## config.mk

```make
export PLATFORM = sky130hd
export DESIGN_NAME = sccb_init_seq
export DESIGN_NICKNAME = d
export VERILOG_FILES = /design/src/rtl/sccb_init_seq_pkg.sv /design/src/rtl/sccb_init_seq.sv
export SDC_FILE = /design/constraint.sdc
export NUM_CORES = 1
export LEC_CHECK = 0
export BUFFER_PORTS_ARGS = -buffer_cell sky130_fd_sc_hd__clkbuf_2
export CORE_MARGIN = 5
export CORE_UTILIZATION = 49
export DETAILED_ROUTE_END_ITERATION = 6
export GPL_ROUTABILITY_DRIVEN = 0
export PLACE_DENSITY_LB_ADDON = 0.15
export SLEW_MARGIN = 5
export SYNTH_ARGS = -nofsm -noshare
export SYNTH_HDL_FRONTEND = slang
export SYNTH_SLANG_ARGS = --single-unit
```

## constraint.sdc

```tcl
create_clock -name clk_in -period 4.8 [get_ports clk_in]
set_input_delay 0.72 -clock clk_in [delete_from_list [all_inputs] [get_ports clk_in]]
set_output_delay 0.72 -clock clk_in [all_outputs]
set_load 0.05 [all_outputs]
```

## src/rtl/sccb_init_seq_pkg.sv

```systemverilog
// ============================================================================
// Module   : sccb_init_seq_pkg
// Purpose  : Shared SCCB command codes, delay marker and sequencer state encoding.
// Revision : 1.0 - initial release
// ============================================================================
`default_nettype none

package sccb_init_seq_pkg;

    localparam logic [3:0] CMD_NONE  = 4'b0000;
    localparam logic [3:0] CMD_START = 4'b0001;
    localparam logic [3:0] CMD_WRITE = 4'b0010;
    localparam logic [3:0] CMD_READ  = 4'b0011;
    localparam logic [3:0] CMD_STOP  = 4'b0110;

    localparam logic [7:0] DLY_MARK = 8'hFF;
    localparam int         DLY_W    = 24;

    // Handshake phases inside every bus state
    localparam logic [1:0] SUB_ISSUE = 2'd0;
    localparam logic [1:0] SUB_GAP   = 2'd1;
    localparam logic [1:0] SUB_WAIT  = 2'd2;

    typedef enum logic [4:0] {
        ST_IDLE, ST_FETCH,
        ST_W_START, ST_W_ID, ST_W_REG, ST_W_VAL, ST_W_STOP,
        ST_DLY,
        ST_R_START, ST_R_ID, ST_R_REG, ST_R_STOP1,
        ST_R_START2, ST_R_ID2, ST_R_READ, ST_R_STOP2,
        ST_CHECK, ST_DONE, ST_ERROR
    } state_e;

endpackage

`default_nettype wire

```

## src/rtl/sccb_init_seq.sv

```systemverilog
// ============================================================================
// Module   : sccb_init_seq
// Purpose  : Walks a register table, issuing SCCB writes, optional readback
//            verify with retry, and timed delay entries.
// Revision : 1.0 - initial release
// ============================================================================
`default_nettype none

module sccb_init_seq
    import sccb_init_seq_pkg::*;
#(
    parameter int          N_ENTRIES  = 21,
    parameter logic [7:0]  DEV_ID     = 8'h42,
    parameter int          DELAY_UNIT = 1000,
    parameter int          MAX_RETRY  = 3
) (
    input  logic       clk_in,
    input  logic       rst,
    input  logic       start,
    output logic [7:0] tbl_idx,
    input  logic [7:0] tbl_addr,
    input  logic [7:0] tbl_val,
    input  logic       tbl_vfy,
    output logic       cmd_valid,
    output logic [3:0] cmd,
    output logic [7:0] cmd_dat,
    input  logic       busy,
    input  logic [7:0] rd_dat,
    output logic       active,
    output logic       done,
    output logic       error,
    output logic [7:0] err_idx
);

    localparam logic [7:0]       LAST_IDX  = 8'(N_ENTRIES - 1);
    localparam logic [7:0]       RETRY_LIM = 8'(MAX_RETRY);
    localparam logic [DLY_W-1:0] DLY_SAT   = '1;

    state_e           state_q, state_d;
    logic [1:0]       sub_q, sub_d;
    logic [7:0]       idx_q, idx_d;
    logic [7:0]       retry_q, retry_d;
    logic [7:0]       rd_q, rd_d;
    logic [DLY_W-1:0] cnt_q, cnt_d;
    logic             cmd_valid_q, cmd_valid_d;
    logic [3:0]       cmd_q, cmd_d;
    logic [7:0]       cmd_dat_q, cmd_dat_d;
    logic             active_q, active_d;
    logic             done_q, done_d;
    logic             error_q, error_d;
    logic [7:0]       err_idx_q, err_idx_d;

    logic             w_bus, w_bus_adv, w_adv;
    logic [3:0]       w_bus_cmd;
    logic [7:0]       w_bus_dat;
    state_e           w_bus_next;
    logic [39:0]      w_dly_prod;
    logic [DLY_W-1:0] w_dly_tgt;

    // Delay target clamps to the counter range so a saturated count still ends
    assign w_dly_prod = 40'(tbl_val) * 40'(DELAY_UNIT);
    assign w_dly_tgt  = (w_dly_prod > 40'(DLY_SAT)) ? DLY_SAT : w_dly_prod[DLY_W-1:0];

    always_comb begin
        state_d     = state_q;
        sub_d       = sub_q;
        idx_d       = idx_q;
        retry_d     = retry_q;
        rd_d        = rd_q;
        cnt_d       = cnt_q;
        cmd_valid_d = 1'b0;
        cmd_d       = CMD_NONE;
        cmd_dat_d   = 8'h00;
        active_d    = active_q;
        done_d      = done_q;
        error_d     = error_q;
        err_idx_d   = err_idx_q;
        w_bus       = 1'b1;
        w_bus_adv   = 1'b0;
        w_adv       = 1'b0;
        w_bus_cmd   = CMD_NONE;
        w_bus_dat   = 8'h00;
        w_bus_next  = ST_IDLE;

        case (state_q)
            ST_IDLE, ST_DONE, ST_ERROR: begin
                w_bus = 1'b0;
                if (start) begin
                    state_d   = ST_FETCH;
                    idx_d     = 8'd0;
                    retry_d   = 8'd0;
                    done_d    = 1'b0;
                    error_d   = 1'b0;
                    err_idx_d = 8'd0;
                    active_d  = 1'b1;
                end
            end
            ST_FETCH: begin
                w_bus   = 1'b0;
                cnt_d   = '0;
                state_d = (tbl_addr == DLY_MARK) ? ST_DLY : ST_W_START;
            end
            ST_W_START:  begin w_bus_cmd = CMD_START; w_bus_next = ST_W_ID; end
            ST_W_ID:     begin w_bus_cmd = CMD_WRITE; w_bus_dat = DEV_ID;   w_bus_next = ST_W_REG; end
            ST_W_REG:    begin w_bus_cmd = CMD_WRITE; w_bus_dat = tbl_addr; w_bus_next = ST_W_VAL; end
            ST_W_VAL:    begin w_bus_cmd = CMD_WRITE; w_bus_dat = tbl_val;  w_bus_next = ST_W_STOP; end
            ST_W_STOP: begin
                w_bus_cmd  = CMD_STOP;
                w_bus_next = ST_R_START;
                w_bus_adv  = !tbl_vfy;
            end
            ST_R_START:  begin w_bus_cmd = CMD_START; w_bus_next = ST_R_ID; end
            ST_R_ID:     begin w_bus_cmd = CMD_WRITE; w_bus_dat = DEV_ID;   w_bus_next = ST_R_REG; end
            ST_R_REG:    begin w_bus_cmd = CMD_WRITE; w_bus_dat = tbl_addr; w_bus_next = ST_R_STOP1; end
            ST_R_STOP1:  begin w_bus_cmd = CMD_STOP;  w_bus_next = ST_R_START2; end
            ST_R_START2: begin w_bus_cmd = CMD_START; w_bus_next = ST_R_ID2; end
            ST_R_ID2:    begin w_bus_cmd = CMD_WRITE; w_bus_dat = DEV_ID | 8'h01; w_bus_next = ST_R_READ; end
            ST_R_READ:   begin w_bus_cmd = CMD_READ;  w_bus_next = ST_R_STOP2; end
            ST_R_STOP2:  begin w_bus_cmd = CMD_STOP;  w_bus_next = ST_CHECK; end
            ST_DLY: begin
                w_bus = 1'b0;
                cnt_d = (cnt_q == DLY_SAT) ? cnt_q : cnt_q + 1'b1;
                if ({1'b0, cnt_q} + 25'd1 >= {1'b0, w_dly_tgt})
                    w_adv = 1'b1;
            end
            ST_CHECK: begin
                w_bus = 1'b0;
                if (rd_q == tbl_val) begin
                    w_adv = 1'b1;
                end else if (retry_q < RETRY_LIM) begin
                    retry_d = retry_q + 8'd1;
                    state_d = ST_W_START;
                end else begin
                    state_d   = ST_ERROR;
                    error_d   = 1'b1;
                    active_d  = 1'b0;
                    err_idx_d = idx_q;
                end
            end
            default: begin
                w_bus   = 1'b0;
                state_d = ST_IDLE;
            end
        endcase

        // Common issue / gap / wait-for-idle handshake for every bus state
        if (w_bus) begin
            case (sub_q)
                SUB_ISSUE: begin
                    if (!busy) begin
                        cmd_valid_d = 1'b1;
                        cmd_d       = w_bus_cmd;
                        cmd_dat_d   = w_bus_dat;
                        sub_d       = SUB_GAP;
                    end
                end
                SUB_GAP: sub_d = SUB_WAIT;
                default: begin
                    if (!busy) begin
                        sub_d = SUB_ISSUE;
                        if (state_q == ST_R_READ)
                            rd_d = rd_dat;
                        if (w_bus_adv)
                            w_adv = 1'b1;
                        else
                            state_d = w_bus_next;
                    end
                end
            endcase
        end

        if (w_adv) begin
            retry_d = 8'd0;
            if (idx_q >= LAST_IDX) begin
                state_d  = ST_DONE;
                done_d   = 1'b1;
                active_d = 1'b0;
            end else begin
                idx_d   = idx_q + 8'd1;
                state_d = ST_FETCH;
            end
        end
    end

    always_ff @(posedge clk_in or negedge rst) begin
        if (!rst) begin
            state_q     <= ST_IDLE;
            sub_q       <= SUB_ISSUE;
            idx_q       <= 8'd0;
            retry_q     <= 8'd0;
            rd_q        <= 8'd0;
            cnt_q       <= '0;
            cmd_valid_q <= 1'b0;
            cmd_q       <= CMD_NONE;
            cmd_dat_q   <= 8'd0;
            active_q    <= 1'b0;
            done_q      <= 1'b0;
            error_q     <= 1'b0;
            err_idx_q   <= 8'd0;
        end else begin
            state_q     <= state_d;
            sub_q       <= sub_d;
            idx_q       <= idx_d;
            retry_q     <= retry_d;
            rd_q        <= rd_d;
            cnt_q       <= cnt_d;
            cmd_valid_q <= cmd_valid_d;
            cmd_q       <= cmd_d;
            cmd_dat_q   <= cmd_dat_d;
            active_q    <= active_d;
            done_q      <= done_d;
            error_q     <= error_d;
            err_idx_q   <= err_idx_d;
        end
    end

    assign tbl_idx   = idx_q;
    assign cmd_valid = cmd_valid_q;
    assign cmd       = cmd_q;
    assign cmd_dat   = cmd_dat_q;
    assign active    = active_q;
    assign done      = done_q;
    assign error     = error_q;
    assign err_idx   = err_idx_q;

endmodule

`default_nettype wire

```

==> results of run 1 <==
routing by layer:
layer / global-route usage, % / up-vias
met4: 9.234 / 0
met2: 35.03 / 122
li1: - / 2447
met3: 3.252 / 22
met1: 25.82 / 2471
met5: 0 / -
registers in the layout (all words and copies together) (netlist names), 2 cells and up:
signal   flops
cnt_q       24
cmd_dat      8
err_idx      8
rd_q         8
retry_q      8
tbl_idx      8
state_q      5
cmd          3
sub_q        2
through the flow:
| stage | area [sq um] | total power, mW | std cells | TNS (ns) |
|---|---|---|---|---|
| finish | 7271 | 3.119 | 893 | -12.77 |
| CTS | 7209 | 3.109 | 894 | -13.86 |
| floorplan | 5924 | 1.835 | 637 | -13.08 |
| global placement | 6665 | 2.221 | 873 | -23.06 |
| detailed placement | 6665 | 2.259 | 873 | -25.48 |
| global route | 7271 | 3.356 | 893 | -16.34 |
final timing paths:
| path | from | end | slack (ns) | cells past startpoint |
|---|---|---|---|---|
| min in group asynchronous | rst | err_idx[6] | 0.52 | 1 |
| min | error | error | 0.47 | 1 |
| max in group asynchronous | rst | rd_q[3] | 3.62 | 1 |
| max reg2reg | cnt_q[0] | tbl_idx[0] | 0.72 | 15 |
| max | tbl_val[0] | tbl_idx[0] | -0.80 | 25 |
| min reg2reg | error | error | 0.47 | 1 |
cells in the mapped netlist, types with 9 or more instances:
library cell  count
nand3_1          18
nand4_1          11
o21ai_0          36
ha_1             58
nor2_1           50
xor2_1           23
fa_1             21
nor2b_1           9
nor3_1           16
dfrtp_1          78
nand2_1          51
xnor2_1          17
and2_1           11
a22o_1           12
mux2_2            9
nand2b_1         11
inv_1            55
o31ai_1          14
a21oi_1          33
placed cells by master, fill, tap and decap left out, types with 7 or more instances in the layout:
cell and n:
a21oi_1 27, fa_1 20, xnor2_1 17, nand3_1 18, o21ai_0 32, nand2b_1 11
nand4_1 11, and2_1 9, dfrtp_1 78, o31ai_1 12, ha_1 52, nor2b_1 7
xor2_1 23, clkbuf_16 9, clkbuf_2 55, a22o_1 12, nor2_2 9, nor3_1 16
nor2_1 39, nand2_1 50, nor4_1 7, mux2_2 8, inv_2 7, inv_1 48
buf_4 48
repair_timing:
action,in CTS,in global routing
pin swaps,40,12
gates resized for setup,43,26
setup endpoints to repair,19,19
setup buffers,5,2
power groups by stage:
| stage | clock network (mW) | registers (mW) | logic (mW) |
|---|---|---|---|
| floorplan | 0 | 0.881 | 0.954 |
| global placement | 0 | 0.840 | 1.38 |
| detailed placement | 0 | 0.841 | 1.42 |
| CTS | 0.700 | 0.831 | 1.58 |
| global route | 0.729 | 0.846 | 1.78 |
| finish | 0.683 | 0.832 | 1.60 |
cell families after synthesis:
kind of cell    count (synthesis)  share of synthesized area [%]
mux                            12                          2.221
other cells                     1                        0.06340
compound gates                137                          15.23
fa+ha+maj                      79                          19.38
xor+xnor                       40                          5.923
flops                          78                          33.00
buf+inv                        73                          5.141
simple gates                  217                          19.04
final cells by class:
cell class              count  area (sq um)
flip-flops and latches     78          1952
fillers                  1006          4641
clock inverters             5         60.06
clock buffers              11         232.7
inverters                  56         210.2
well taps                 147         183.9
multi-input cells         486          3906
repair buffers            110         725.7
==> impl_results.md, run 1 <==
* Core ar. at approximately 12000 sq um
* Worst relative slew slack at a little under a third
* CTS root buffer: clkbuf_16
* Post-DRT Antenna Nets at 0
* Post-synthesis sequential area ratio at about a third
* Final Hold Fails at 0
* Yosys reg bits at between 70 and 80
* Syn_area_per_cell at about 9.3 sq um
* 1st-iter DRT viols at around 330
* CP Capture Type: register
* Final setup violation count at 19
* CTS hold repair buffers at 0
* Met1 WL at roughly 6.3 mm
* Die width at about 120 um
* Fin crit period at between 5 and 6 ns
* Final Cycle Share at 116.7%
* YS warnings at 0
* Worst-case clock buffer depth at 2
* Syn Inst Count at between 600 and 700
* Top cells by area, synth: dfrtp_1, ha_1, fa_1
* Initial antenna violation count at 0
* Highest Signal Layer: met4
* Rows at 40
* Net Switching at about 1.3 mW
* Per-cell routed wire length at 15.89 um
* Async SR Flop Fraction at 100.0%
* Lkg Pwr at about 3.5 nW
* Initial core utilization at between 40% and 50%
* VDD IR max at 0.2316 mV
* CP Launch Type: primary input
* Outcome: finished, violations left
* Final Util at between 60% and 70%
* Die area at about 14000 sq um
* CP top delay family: adder cells
* CTS tree: yes
* Sequential power share at between 20% and 30%
* Worst path arrival time at between 5 and 6 ns
* Buffers on Ports at slightly below 60
* Dpl hpwl at roughly 10 mm
* MaxCap Viol Count at 0
* Clock share of power at between 20% and 30%
* I/O pin count at about 60
* Max stage delay on crit path at around 0.5 ns
* Gate power share at roughly half
* Mapped Area at around 5900 sq um
* Area grow syn2layout at 22.93%
* Minimum hold slack at 0.4725 ns
* Vias in the first global route at between 5000 and 6000
* Largest net degree at the start of global routing at 79
* TritonCTS Buffers at 9
* H-tree Lvls at 3
* P per Cell Area at about 430 nW/um^2
* Worst setup margin at -0.8033 ns
* Syn_nets at between 700 and 800
* Critical Path RT at 5.03 ns
* Diodes inserted at 0
* Fin nets at between 800 and 900
* CTS clk-pin slew, worst paths at ~0.06 ns
* CTS Sinks at just under 80
* Fmax achieved at 178.5 MHz
* Initial DRT Pass Iterations at 5
* Top cell type by total area after synthesis: dfrtp_1
* Worst path bufs/invs at 5
* Global-route wire length before repair at between 20 and 25 mm
* GRT Total Usage at between 20% and 30%
* CP max stage cell: fa_1
* Clk_skew at slightly above 0.006 ns
* RSZ-0062 raised after global routing: yes
* Dominant synthesized flop cell: dfrtp_1
* Fraction of layout cells with a size suffix above 1 at 26.01%
* Slew Limit Fails at 0
* Most frequent CP cell: fa_1
* Vias at 5062
* Die Y at 119.9 um
* Vias per cell at 5.669
* Worst skew pair latency at approximately 0.35 ns
* Crit-path max FO at 6
* Post-synth EDFFs at 0
* Met3 WL post-DR at about 510 um
* Kind of critical path: primary input to register
* Violated checks: setup timing
* Worst Tran Pin Value at roughly 1.0 ns
* Cell Int Power at ~1.9 mW
* Yosys cell types at 65
* HP Class: register to register
* Remaining DRCs at 0
* WL met2 at between 6 and 7 mm
* Post-synth top area share at approximately 33%
* Pre-CTS setup slack at -1.487 ns
* Net Sw Frac at 40.49%
* Overflow after GRT at 0
* WL final at about 14 mm
No activity file was read; power rests on OpenSTA's default activity.
==> inputs of run 2 (changes only) <==
Settings changed: CORE_UTILIZATION 49 to 25, SLEW_MARGIN 5 to default.
==> impl_results.md, run 2 (synthesis results as in run 1) <==
* Vias per cell at 4.656 (-18%)
* Worst Tran Pin Value at 1.100 ns (+0.06453 ns)
* P per Cell Area at 428.8 nW/um^2 (about the same)
* Minimum hold slack at 0.4826 ns (+0.01004 ns)
* Total power at 3.212 mW (+3.0%)
* Dpl hpwl at 11.69 mm (+14%)
* 1st-iter DRT viols at 289 (-12%)
* Rows at 56 (+40%)
* Pre-CTS setup slack at -1.605 ns (-0.1175 ns)
* TritonCTS Buffers at 9 (unchanged)
* Fin crit period at 5.600 ns (-0.003779 ns)
* WL final at 15.42 mm (+8.7%)
* RR Startpoint: cnt_q[0]
* H-tree Lvls at 3 (unchanged)
* Buffers on Ports at 59 (unchanged)
* Outcome: finished, violations left
* Final Cycle Share at 116.7% (about the same)
* Global-route wire length before repair at 25.41 mm (+5.1%)
* Fin nets at 851 (+0.24%)
* Hold EP: error
* Max FFs per register at 24 (unchanged)
* MaxCap Viol Count at 0 (unchanged)
* CTS clk-pin slew, worst paths at 0.07 ns (about the same)
* Placed cells at 1044 (+20%)
* Die Y at 163.8 um (+37%)
* HP Class: register to register
* Vias at 4968 (-1.9%)
* Violated checks: setup timing
* Slew Limit Fails at 0 (unchanged)
* Post-DRT Antenna Nets at 0 (unchanged)
* CP max stage cell: fa_1
* Largest net degree at the start of global routing at 79 (unchanged)
* Hold path depth at 1 (unchanged)
* Final Hold Fails at 0 (unchanged)
* Core ar. at 23400 sq um (+96%)
* Die width at 163.8 um (+37%)
* Worst min-delay path startpoint: error
* CP Capture Type: register
* CTS root buffer: clkbuf_16
* R2R Setup Slk at 0.84 ns (+0.12 ns)
* Initial core utilization at 25.27% (-24 points)
* Most frequent cells in the layout: dfrtp_1, clkbuf_2, ha_1, buf_4, nand2_1
* Register with the most flip-flops: cnt_q
* CP Launch Type: primary input
* Worst path arrival time at 5.83 ns (about the same)
* CTS hold repair buffers at 0 (unchanged)
* Fraction of layout cells with a size suffix above 1 at 25.40% (-0.60 points)
* Worst relative slew slack at 26.12% (-4.3 points)
* RSZ-0062 raised after global routing: yes
* Fmax achieved at 178.6 MHz (about the same)
* Initial DRT Pass Iterations at 4 (-1)
* CTS tree: yes
* VDD IR max at 0.1834 mV (-21%)
* Most common cell after layout, fill and taps aside: dfrtp_1
* Clk_skew at 0.01145 ns (+0.005225 ns)
* Diodes inserted at 0 (unchanged)
* GRT Total Usage at 11.67% (-8.9 points)
* Worst-case clock buffer depth at 2 (unchanged)
* Overflow after GRT at 0 (unchanged)
* Crit-path max FO at 7 (+1)
* R2R Path End: tbl_idx[0]
* Critical Path RT at 5.03 ns (about the same)
* Per-cell routed wire length at 14.45 um (-9.1%)
* Die area at 26830 sq um (+87%)
* Vias in the first global route at 5043 (-3.4%)
* Max stage delay on crit path at 0.50 ns (about the same)
* Worst setup margin at -0.7995 ns (+0.003779 ns)
* Worst setup path start: tbl_val[2]
* Remaining DRCs at 0 (unchanged)
* Area grow syn2layout at 26.63%
* I/O pin count at 61 (unchanged)
* R2R cell count at 15 (unchanged)
* Post-route non-filler standard cell count at 1067 (+19%)
* Final Cell Area at 7490 sq um (+3.0%)
* CTS Sinks at 78 (unchanged)
* Lkg Pwr at 3.505 nW (+0.26%)
* Initial antenna violation count at 0 (unchanged)
* Worst skew pair latency at 0.35 ns (about the same)
* Final setup violation count at 19 (unchanged)
* Placed instance area at 6873 sq um (+3.1%)
* Kind of critical path: primary input to register
* Most frequent CP cell: buf_4
## run 2: final cells by class
type	instances	area [sq um]
clock buffers	10	229.0
clock inverters	6	71.32
fillers	2520	15910
inverters	56	210.2
multi-input cells	486	3904
flip-flops and latches	78	1952
well taps	319	399.1
repair buffers	112	724.4
## run 2: per-layer routing
layer,wire length (um),GRT usage [%],up-vias
met1,7182,15.63,2420
met4,177,2.745,0
met3,618,2.459,12
met2,7440,19.37,87
met5,0,0,-
li1,-,-,2449
## run 2: what timing repair did
item / in CTS / in global routing
endpoints found under the setup margin: 19 / 19
hold endpoints to repair: 0 / 0
resized for setup: 28 / 33
pin swaps: 34 / 30
buffers inserted: 4 / 5
## run 2: worst max-delay path by stage
stage / endpoint / depth (start not counted)
floorplan: state_q[0] / 23
global placement: tbl_idx[0] / 25
detailed placement: tbl_idx[0] / 25
CTS: tbl_idx[0] / 25
global route: tbl_idx[0] / 25
finish: tbl_idx[0] / 26
## run 2: report_power, final
group	switching, mW	leakage, nW	internal (mW)	total [mW]
logic	0.913	2.29	0.754	1.67
clock network	0.305	0.145	0.408	0.713
registers	0.102	1.07	0.730	0.832
## run 2: through the flow
stage / setup TNS [ns] / utilization, %
2_1_floorplan: -13.08 / -
3_3_place_gp: -25.25 / 29.37
3_5_place_dp: -27.21 / 29.37
4_1_cts: -16.16 / 31.42
5_1_grt: -17.06 / 32.00
6_report: -12.97 / 32.00
## run 2: worst max-delay path: cells and delay by family
kind,cells,cell delay (ns)
AOI/OAI and AO/OA,9,1.50
adders and majority gates,6,2.07
buffers and inverters,6,0.63
muxes,1,0.25
and+or+nand+nor,4,0.66
==> inputs of run 3 (changes only) <==
Settings changed: CORE_MARGIN 5 to default.
==> impl_results.md, run 3 (synthesis results as in run 1) <==
* Outcome: finished, violations left
* Violated checks: setup timing
* Worst setup path start: tbl_val[2]
* Initial core utilization at 25.81% (+0.54 points)
* Final setup violation count at 19 (unchanged)
* R2R Setup Slk at 0.89 ns (+0.05 ns)
* Fmax achieved at 180.3 MHz (+0.98%)
* Fin crit period at 5.545 ns (-0.05424 ns)
* Max stage delay on crit path at 0.56 ns (+0.06 ns)
* CTS clk-pin slew, worst paths at 0.06 ns (about the same)
* Worst path bufs/invs at 4 (-2)
* Buffers on Ports at 59 (unchanged)
* VDD IR max at 0.2294 mV (+25%)
* Final Hold Fails at 0 (unchanged)
* H-tree Lvls at 3 (unchanged)
* Per-cell routed wire length at 14.19 um (-1.8%)
* Largest net degree at the start of global routing at 79 (unchanged)
* Area grow syn2layout at 27.14%
* Dpl hpwl at 11.36 mm (-2.8%)
* P per Cell Area at 426.0 nW/um^2 (-0.65%)
* Most common cell after layout, fill and taps aside: dfrtp_1
* CTS hold repair buffers at 0 (unchanged)
* Most frequent cells in the layout: dfrtp_1, clkbuf_2, buf_4
* Initial antenna violation count at 0 (unchanged)
* Slew Limit Fails at 0 (unchanged)
* Overflow after GRT at 0 (unchanged)
* R2R cell count at 15 (unchanged)
* Worst relative slew slack at 24.00% (-2.1 points)
* Die width at 155.8 um (-4.9%)
* CTS root buffer: clkbuf_16
* CP max stage cell: fa_1
* Die area at 24280 sq um (-9.5%)
* Worst setup margin at -0.7453 ns (+0.05424 ns)
* MaxCap Viol Count at 0 (unchanged)
* Post-DRT Antenna Nets at 0 (unchanged)
* Global-route wire length before repair at 25.43 mm (about the same)
* Fin nets at 854 (+0.35%)
* Crit-path max FO at 6 (-1)
* Initial DRT Pass Iterations at 5 (+1)
* Worst path arrival time at 5.77 ns (-0.06 ns)
* WL final at 15.10 mm (-2.1%)
* 1st-iter DRT viols at 289 (unchanged)
* Most frequent CP cell: fa_1
* CTS tree: yes
* Die Y at 155.8 um (-4.9%)
* Core ar. at 22920 sq um (-2.1%)
* RR Startpoint: cnt_q[0]
* Vias in the first global route at 5052 (+0.18%)
* I/O pin count at 61 (unchanged)
* Vias at 4972 (+0.081%)
* Final Cell Area at 7520 sq um (+0.40%)
* Kind of critical path: primary input to register
* Multi-input combinational cell area at 3911 sq um (+0.19%)
* Hold EP: error
* CTS Sinks at 78 (unchanged)
* Worst min-delay path startpoint: error
* Hold path depth at 1 (unchanged)
* HP Class: register to register
* TNS Setup at -12.78 ns (+0.1970 ns)
* CP top delay family: adder cells
* Worst skew pair latency at 0.34 ns (about the same)
* Remaining DRCs at 0 (unchanged)
* Fraction of layout cells with a size suffix above 1 at 25.83% (+0.43 points)
* Register with the most flip-flops: cnt_q
* Worst Tran Pin Value at 1.131 ns (+0.03164 ns)
* Reg area at 1952 sq um (unchanged)
* TritonCTS Buffers at 9 (unchanged)
* CP Launch Type: primary input
* CP Capture Type: register
* Max FFs per register at 24 (unchanged)
* Rows at 55 (-1.8%)
* RSZ-0062 raised after global routing: yes
* Vias per cell at 4.673 (+0.36%)
* Placed instance area at 6880 sq um (+0.11%)
* Fill cells at 2426 (-3.7%)
* Critical Path RT at 5.03 ns (about the same)
* R2R Path End: tbl_idx[0]
* Final Cycle Share at 115.5% (-1.1 points)
* Diodes inserted at 0 (unchanged)
* Lkg Pwr at 3.531 nW (+0.74%)
* GRT Total Usage at 13.13% (+1.5 points)
* Worst-case clock buffer depth at 2 (unchanged)
* Clk_skew at 0.007793 ns (-0.003654 ns)
-- run 3: cell count changes in the layout (fill, tap and decap cells not counted), sizes merged --
cell and delta:
buf +3, clkinv -1, clkinvlp +1
-- run 3: final cells by class --
| type | count | share of cell area (%) |
|---|---|---|
| tap | 313 | 5.208 |
| clock inverter | 6 | 0.9484 |
| clock buffer | 10 | 3.045 |
| sequential | 78 | 25.96 |
| inverter | 56 | 2.795 |
| multi-input combinational | 486 | 52.01 |
| timing repair buffer | 115 | 10.03 |
-- run 3: worst max-delay path by stage --
stage,endpoint,slack (ns),depth (start not counted)
final,tbl_idx[0],-0.75,25
after detailed placement,tbl_idx[0],-1.59,25
after floorplan,state_q[0],-0.84,23
after CTS,tbl_idx[0],-0.97,26
after global placement,tbl_idx[0],-1.49,25
after global routing,tbl_idx[0],-1.06,25
-- run 3: through the flow --
step           instances  power [mW]  util, %  hold WS, ns  setup slack, ns
5_1_grt             1064       3.467    32.81       0.5050           -1.057
3_3_place_gp        1040       2.283    30.02       0.4690           -1.491
3_5_place_dp        1040       2.311    30.02       0.4747           -1.587
6_report            1064       3.204    32.81       0.4795          -0.7453
2_1_floorplan        637       1.835        -       0.4244          -0.8430
4_1_cts             1063       3.168    32.32       0.4896          -0.9748
-- run 3: metal layers --
metal	up-vias	track usage [%]	part of all wire (%)
li1	2466	-	-
met1	2424	17.19	47
met2	71	22.24	49
met3	11	2.139	3.1
met4	0	3.595	1.0
met5	-	0	0
-- run 3: where the power goes --
part	switching (mW)	internal [mW]
sequential	0.101	0.730
clock	0.297	0.407
combinational	0.910	0.758
total	1.31	1.89
-- run 3: repair_timing --
action / 4_1_cts / 5_1_grt
buffers inserted: 7 / 1
endpoints found under the setup margin: 19 / 19
resized for setup: 32 / 27
pin swaps: 25 / 19
-- run 3: worst reg2reg max path, cell delays in order (launching register included) --
cell and delay [ns]:
dfrtp_1 0.42, ha_1 0.26, nand2_1 0.14, or3_1 0.48
or3_1 0.46, xnor2_1 0.30, ha_4 0.26, nand4_1 0.10
inv_1 0.08, a221oi_4 0.32, o2111ai_2 0.16, nor4_2 0.16
o21ai_1 0.08, buf_4 0.18, and2_4 0.15, mux2_2 0.25
